<file path="src/rtl/fetch_pkg.sv">
// Shared definitions for the instruction fetch controller: state encoding,
// reset fetch address and the sequential PC increment.
package fetch_pkg;

   typedef enum logic [1:0] {
      ST_BOOT = 2'd0,
      ST_REQ  = 2'd1,
      ST_HOLD = 2'd2,
      ST_DROP = 2'd3
   } fetch_state_e;

   localparam logic [31:0] RESET_PC_DEFAULT = 32'h0000_0000;
   localparam int unsigned PC_INC           = 32'd4;

   // A memory request is outstanding in both the live and the discarding state
   function automatic logic is_fetching(input fetch_state_e s);
      return (s == ST_REQ) || (s == ST_DROP);
   endfunction

endpackage

</file>
<file path="src/rtl/fetch_ctrl_if.sv">
// Bundle of the fetch controller's redirect, instruction-memory and decode
// handshakes; master is the fetch controller, slave is its environment.
interface fetch_ctrl_if #(
   parameter int N = 32
);
   logic         br_taken;
   logic [N-1:0] br_target;
   logic         id_ready;
   logic         imem_ack;
   logic [N-1:0] imem_rdata;
   logic         imem_req;
   logic [N-1:0] imem_addr;
   logic         if_valid;
   logic [N-1:0] if_pc;
   logic [N-1:0] if_inst;

   modport master (
      input  br_taken, br_target, id_ready, imem_ack, imem_rdata,
      output imem_req, imem_addr, if_valid, if_pc, if_inst
   );

   modport slave (
      output br_taken, br_target, id_ready, imem_ack, imem_rdata,
      input  imem_req, imem_addr, if_valid, if_pc, if_inst
   );
endinterface

</file>
<file path="src/rtl/fetch_pc_reg.sv">
// Fetch program-counter storage: N-bit register with load enable and
// asynchronous active-low reset to the boot address.
module fetch_pc_reg #(
   parameter int           N         = 32,
   parameter logic [N-1:0] RESET_VAL = {N{1'b0}}
) (
   input  logic         clk,
   input  logic         rst,
   input  logic         load,
   input  logic [N-1:0] d,
   output logic [N-1:0] q
);
   logic [N-1:0] pc_r;

   // PC holds its value unless the controller commits a new fetch address
   always_ff @(posedge clk or negedge rst) begin
      if (!rst) begin
         pc_r <= RESET_VAL;
      end else if (load) begin
         pc_r <= d;
      end
   end

   assign q = pc_r;
endmodule

</file>
<file path="src/rtl/fetch_ctrl.sv">
// Instruction fetch controller: issues one word fetch at a time, buffers the
// returned instruction for decode and handles branch redirects.
module fetch_ctrl
   import fetch_pkg::*;
#(
   parameter int           N        = 32,
   parameter logic [N-1:0] RESET_PC = N'(RESET_PC_DEFAULT)
) (
   input  logic         clk,
   input  logic         rst,
   fetch_ctrl_if.master bus
);
   fetch_state_e state_r;
   fetch_state_e state_next_s;

   logic [N-1:0] pc_q_s;
   logic [N-1:0] pc_d_s;
   logic [N-1:0] pc_next_s;
   logic         pc_load_s;
   logic [N-1:0] target_s;
   logic         capture_s;

   logic         req_r;
   logic [N-1:0] addr_r;
   logic         if_valid_r;
   logic [N-1:0] if_pc_r;
   logic [N-1:0] if_inst_r;

   logic         unused_br_low_s;

   // Redirect targets are forced to a word boundary
   assign target_s        = {bus.br_target[N-1:2], 2'b00};
   assign unused_br_low_s = ^bus.br_target[1:0];

   fetch_pc_reg #(
      .N         (N),
      .RESET_VAL (RESET_PC)
   ) u_pc (
      .clk  (clk),
      .rst  (rst),
      .load (pc_load_s),
      .d    (pc_d_s),
      .q    (pc_q_s)
   );

   // FSM state register
   always_ff @(posedge clk or negedge rst) begin
      if (!rst) begin
         state_r <= ST_BOOT;
      end else begin
         state_r <= state_next_s;
      end
   end

   // FSM next-state logic
   always_comb begin
      state_next_s = state_r;
      case (state_r)
         ST_BOOT: begin
            state_next_s = ST_REQ;
         end
         ST_REQ: begin
            if (bus.br_taken && !bus.imem_ack) begin
               state_next_s = ST_DROP;
            end else if (bus.br_taken) begin
               state_next_s = ST_REQ;
            end else if (bus.imem_ack) begin
               state_next_s = ST_HOLD;
            end else begin
               state_next_s = ST_REQ;
            end
         end
         ST_HOLD: begin
            if (bus.br_taken || bus.id_ready) begin
               state_next_s = ST_REQ;
            end else begin
               state_next_s = ST_HOLD;
            end
         end
         ST_DROP: begin
            if (bus.imem_ack) begin
               state_next_s = ST_REQ;
            end else begin
               state_next_s = ST_DROP;
            end
         end
         default: begin
            state_next_s = ST_BOOT;
         end
      endcase
   end

   // FSM output decode: PC update select and instruction capture strobe
   always_comb begin
      pc_load_s = 1'b0;
      pc_d_s    = pc_q_s;
      capture_s = 1'b0;
      if (bus.br_taken) begin
         pc_load_s = 1'b1;
         pc_d_s    = target_s;
      end else if ((state_r == ST_REQ) && bus.imem_ack) begin
         pc_load_s = 1'b1;
         pc_d_s    = pc_q_s + N'(PC_INC);
         capture_s = 1'b1;
      end else begin
         pc_load_s = 1'b0;
         pc_d_s    = pc_q_s;
      end
   end

   assign pc_next_s = pc_load_s ? pc_d_s : pc_q_s;

   // Output registers; the discarding state keeps presenting the stale address
   always_ff @(posedge clk or negedge rst) begin
      if (!rst) begin
         req_r      <= 1'b0;
         addr_r     <= RESET_PC;
         if_valid_r <= 1'b0;
         if_pc_r    <= {N{1'b0}};
         if_inst_r  <= {N{1'b0}};
      end else begin
         req_r      <= is_fetching(state_next_s);
         addr_r     <= (state_next_s == ST_DROP) ? addr_r : pc_next_s;
         if_valid_r <= (state_next_s == ST_HOLD);
         if (capture_s) begin
            if_pc_r   <= pc_q_s;
            if_inst_r <= bus.imem_rdata;
         end
      end
   end

   assign bus.imem_req  = req_r;
   assign bus.imem_addr = addr_r;
   assign bus.if_valid  = if_valid_r;
   assign bus.if_pc     = if_pc_r;
   assign bus.if_inst   = if_inst_r;
endmodule

</file>
<file path="src/flat_wrapper.sv">
// flat-port wrapper written by rule: the top's interface ports become plain ports
module fetch_ctrl_flat import fetch_pkg::*;
#(
   parameter int           N        = 32,
   parameter logic [N-1:0] RESET_PC = N'(RESET_PC_DEFAULT)
)
  (clk, rst, bus_br_taken, bus_br_target, bus_id_ready, bus_imem_ack, bus_imem_rdata, bus_imem_req, bus_imem_addr, bus_if_valid, bus_if_pc, bus_if_inst);
  fetch_ctrl_if #(.N(N)) bus_i ();
  input  logic clk;
  input  logic rst;
  input wire logic [$bits(bus_i.br_taken)-1:0] bus_br_taken;
  input wire logic [$bits(bus_i.br_target)-1:0] bus_br_target;
  input wire logic [$bits(bus_i.id_ready)-1:0] bus_id_ready;
  input wire logic [$bits(bus_i.imem_ack)-1:0] bus_imem_ack;
  input wire logic [$bits(bus_i.imem_rdata)-1:0] bus_imem_rdata;
  output wire logic [$bits(bus_i.imem_req)-1:0] bus_imem_req;
  output wire logic [$bits(bus_i.imem_addr)-1:0] bus_imem_addr;
  output wire logic [$bits(bus_i.if_valid)-1:0] bus_if_valid;
  output wire logic [$bits(bus_i.if_pc)-1:0] bus_if_pc;
  output wire logic [$bits(bus_i.if_inst)-1:0] bus_if_inst;
  assign bus_i.br_taken = bus_br_taken;
  assign bus_i.br_target = bus_br_target;
  assign bus_i.id_ready = bus_id_ready;
  assign bus_i.imem_ack = bus_imem_ack;
  assign bus_i.imem_rdata = bus_imem_rdata;
  assign bus_imem_req = bus_i.imem_req;
  assign bus_imem_addr = bus_i.imem_addr;
  assign bus_if_valid = bus_i.if_valid;
  assign bus_if_pc = bus_i.if_pc;
  assign bus_if_inst = bus_i.if_inst;
  fetch_ctrl #(.N(N), .RESET_PC(RESET_PC)) u_core (.clk(clk), .rst(rst), .bus(bus_i));
endmodule
</file>
<file path="config.mk">
export PLATFORM = sky130hd
export DESIGN_NAME = fetch_ctrl_flat
export DESIGN_NICKNAME = d
export VERILOG_FILES = /design/src/rtl/fetch_pkg.sv /design/src/rtl/fetch_ctrl_if.sv /design/src/rtl/fetch_pc_reg.sv /design/src/rtl/fetch_ctrl.sv /design/src/flat_wrapper.sv
export SDC_FILE = /design/constraint.sdc
export NUM_CORES = 1
export LEC_CHECK = 0
export ABC_AREA = 1
export CORE_MARGIN = 5
export CORE_UTILIZATION = 52
export DETAILED_ROUTE_END_ITERATION = 8
export PLACE_DENSITY = 0.86
export SLEW_MARGIN = 5
export SYNTH_ARGS = -nofsm -noshare
export SYNTH_HDL_FRONTEND = slang
export SYNTH_SLANG_ARGS = --single-unit
</file>
<file path="constraint.sdc">
create_clock -name clk -period 4.3 [get_ports clk]
set_clock_uncertainty 0.15 [all_clocks]
set_input_delay 0.645 -clock clk [delete_from_list [all_inputs] [get_ports clk]]
set_output_delay 0.645 -clock clk [all_outputs]
set_load 0.005 [all_outputs]
</file>
==> key figures <==
Run status
  – Status: complete, no violations

Detailed routing
  – Total routed wirelength: 16990 µm
  – ANT nets after route: 0
  – Post-route DRC: 0
  – Via-to-Cell Ratio: 5.218
  – DR vias: roughly 5500
  – WL/cell: 16.09 µm
  – Drt first pass iters: 6
  – Number of DRC markers in iteration 0: about 450

Cells and area
  – Register Area: 0.003303 mm²
  – Share of cells above drive strength 1: under 10%
  – Layout net count: 971
  – Fill count: 857
  – Multi-input gate area: 0.002402 mm²
  – Final Core Density: 73.32%
  – Commonest non-fill, non-tap cells in the layout: nand2_1, clkdlybuf4s50_1, dfrtp_1, nor2_1, inv_1
  – Area growth from synthesis to layout: 38.50%
  – Commonest non-fill, non-tap cell in the layout: nand2_1
  – Antenna cells: 0

CTS
  – Setup bufs post-CTS: 0
  – TritonCTS clock tree: built
  – PostCTS Resize Cnt: 0
  – Clock insertion delay at the later pin of the skew report: 0.42 ns
  – TritonCTS buffer count: 17
  – CTS sink count: 132
  – Hold Buf Count CTS: 0
  – H-Tree Depth: 4
  – CTS max path bufs: 2
  – Clk root buf: clkbuf_16
  – Reg clk slew, reported paths: about 0.060 ns

GRT
  – First-pass GRT wire length: 28080 µm
  – Largest net degree at the start of global routing: 75
  – Vias in the first global route: between 5000 and 6000
  – GR Overflow Total: 0
  – Initial antenna violation count: 0
  – GRT Overall Usage: 25.01%

Setup path
  – CP endpoint kind: flop
  – CP Max Fanout: 33
  – CP max stage delay: 0.49 ns
  – Setup CP Type: input pin to flop
  – CP most frequent cell: nand2_1
  – Delay-heaviest family, CP: buffers and inverters
  – CP arrival: between 3 and 4 ns
  – Critical path buffers and inverters: 5
  – CP Data Required Time: 4.49 ns
  – Cells along the critical path: clkdlybuf4s50_1, inv_1, buf_4, ha_1, nand2_1, nand2_1, a21oi_1, nand2_1, buf_4, inv_2, nand2_1, nand2_1
  – Worst setup SP type: input pin
  – CP max stage cell: clkdlybuf4s50_1

Synth
  – Yosys reg bits: 132
  – Post-synth ARST share: 100.0%
  – Post-Syn Area: 0.006045 mm²
  – Total of warnings raised by yosys: 0
  – Sequential share of the synthesized area: between 50% and 60%
  – Synth Net Count: 808
  – Main synth FF type: dfrtp_1
  – Syn Inst Count: 737
  – Synthesized area per cell: 8.202 µm²
  – Post-synth EDFFs: 0
  – Post-synthesis cell type count: 33

Pwr
  – Leakage: 3.925 nW
  – Worst VDD drop: 448.4 µV
  – Power Density: roughly 640 mW/mm²

STA
  – Final setup vio count: 0
  – Fmax achieved: approximately 350 MHz
  – Worst-Margin Slew: 0.7582 ns
  – Fin crit share: 65.76%
  – Max_slew headroom: ~50%
  – Slew Limit Fails: 0
  – TNS Setup: 0 ns
  – RSZ-0062 raised after global routing: no
  – Final Hold Fails: 0
  – Final period demand of the worst path: about 2.8 ns

Floorplan
  – Core area: 0.01142 mm²
  – Die W: 117.8 µm
  – Die area: ~0.014 mm²
  – Num ports: 167
  – Die height: 117.8 µm
  – Row cnt: 39
  – Starting Density: 52.94%

Place
  – Post-detail-place hpwl: 11670 µm
  – Port bufs: 164
  – Final GP Congestion: 0.8497

Min path
  – Worst min path class: input pin to asynchronous set/reset pin

Job
  – Max-cap violations: 0
[state kept, by name, summed over array words and instances (netlist names)]
| signal | count |
|---|---|
| u_core.bus.if_inst | 32 |
| u_core.bus.if_pc | 32 |
| u_core.bus.imem_addr | 32 |
| u_core.u_pc.q | 32 |
| u_core.state_r | 2 |
| u_core.bus.if_valid | 1 |
| u_core.bus.imem_req | 1 |
[synth_stat cells (2+ instances only)]
cell | number | area [µm²]
o21a_1 | 2 | 15.01
buf_2 | 14 | 70.07
a21oi_1 | 3 | 15.01
clkbuf_1 | 3 | 11.26
inv_1 | 42 | 157.7
nand3_2 | 5 | 50.05
ha_1 | 2 | 25.02
nor2_2 | 14 | 87.58
xor2_1 | 2 | 17.52
o211ai_1 | 3 | 22.52
o21ai_1 | 15 | 75.07
inv_2 | 3 | 11.26
nor3_1 | 3 | 15.01
o21ai_0 | 14 | 70.07
nand3_1 | 41 | 205.2
nand2_1 | 313 | 1175
dfrtp_1 | 132 | 3303
nand4_1 | 9 | 56.30
nand3b_1 | 4 | 30.03
nor2_4 | 10 | 112.6
o221ai_1 | 3 | 26.28
buf_4 | 5 | 37.54
buf_6 | 5 | 56.30
nand2_2 | 4 | 25.02
nor2_1 | 78 | 292.8
[layer usage]
layer,vias to the layer above,wire [µm],track usage (%)
met3,30,1209,6.776
met2,253,8128,40.21
li1,2649,-,-
met1,2578,7297,33.06
met4,0,353,8.100
met5,-,0,0
[through the flow]
stage                     setup slack [ns]  instance area [µm²]  cells  hold WS, ns  total power, mW
after floorplan                      2.047                 6045    737       0.1994            2.735
after global placement               1.140                 7770   1024       0.3022            3.855
after detailed placement             1.068                 7770   1024       0.3070            3.916
after CTS                            1.465                 8372   1056       0.1733            5.416
after global routing                 1.310                 8372   1056       0.2183            5.696
final                                1.472                 8372   1056       0.1500            5.371
[logic make-up (layout without fill, tap and decap cells)]
| logic type | Yosys count | count (layout) | share of synthesized area, % |
|---|---|---|---|
| simple gates | 484 | 484 | 34.32 |
| flops | 132 | 132 | 54.65 |
| xor+xnor | 3 | 3 | 0.4348 |
| buf+inv | 72 | 248 | 5.692 |
| compound gates | 44 | 44 | 4.492 |
| fa+ha+maj | 2 | 2 | 0.4139 |
[worst register-to-register path, cell delays in order (launching register included)]
cell      delay (ns)
dfrtp_1         0.40
inv_2           0.11
nand3_2         0.17
nor2_4          0.61
buf_12          0.28
o21ai_0         0.12
o211ai_1        0.26
nand2_1         0.08
nand2_1         0.06
[layout make-up]
type | instances | share of cell area [%]
clock buffers | 20 | 5.336
repair buffers | 171 | 20.51
inverters | 45 | 2.018
multi-input cells | 533 | 28.70
flip-flops and latches | 132 | 39.46
well taps | 143 | 2.137
clock inverters | 12 | 1.853
[path summary, 6_finish.rpt]
| check | slack [ns] | start | to | depth (start not counted) |
|---|---|---|---|---|
| max | 1.47 | bus_br_taken | u_core.bus.imem_addr[4] | 12 |
| min | 0.15 | rst | u_core.bus.if_inst[4] | 1 |
| max reg2reg | 2.00 | u_core.state_r[1] | u_core.bus.imem_addr[9] | 8 |
| min reg2reg | 0.32 | u_core.bus.if_inst[20] | u_core.bus.if_inst[20] | 2 |
| max in group asynchronous | 2.97 | rst | u_core.bus.if_pc[20] | 2 |
| min in group clk | 0.32 | u_core.bus.if_inst[20] | u_core.bus.if_inst[20] | 2 |
[where the power goes]
part / leakage [nW] / internal, mW / switching (mW)
sequential: 1.62 / 1.72 / 0.302
clock: 0.290 / 0.928 / 0.546
combinational: 2.02 / 1.03 / 0.844
total: 3.93 / 3.68 / 1.69
No activity file was read; power rests on OpenSTA's default activity.
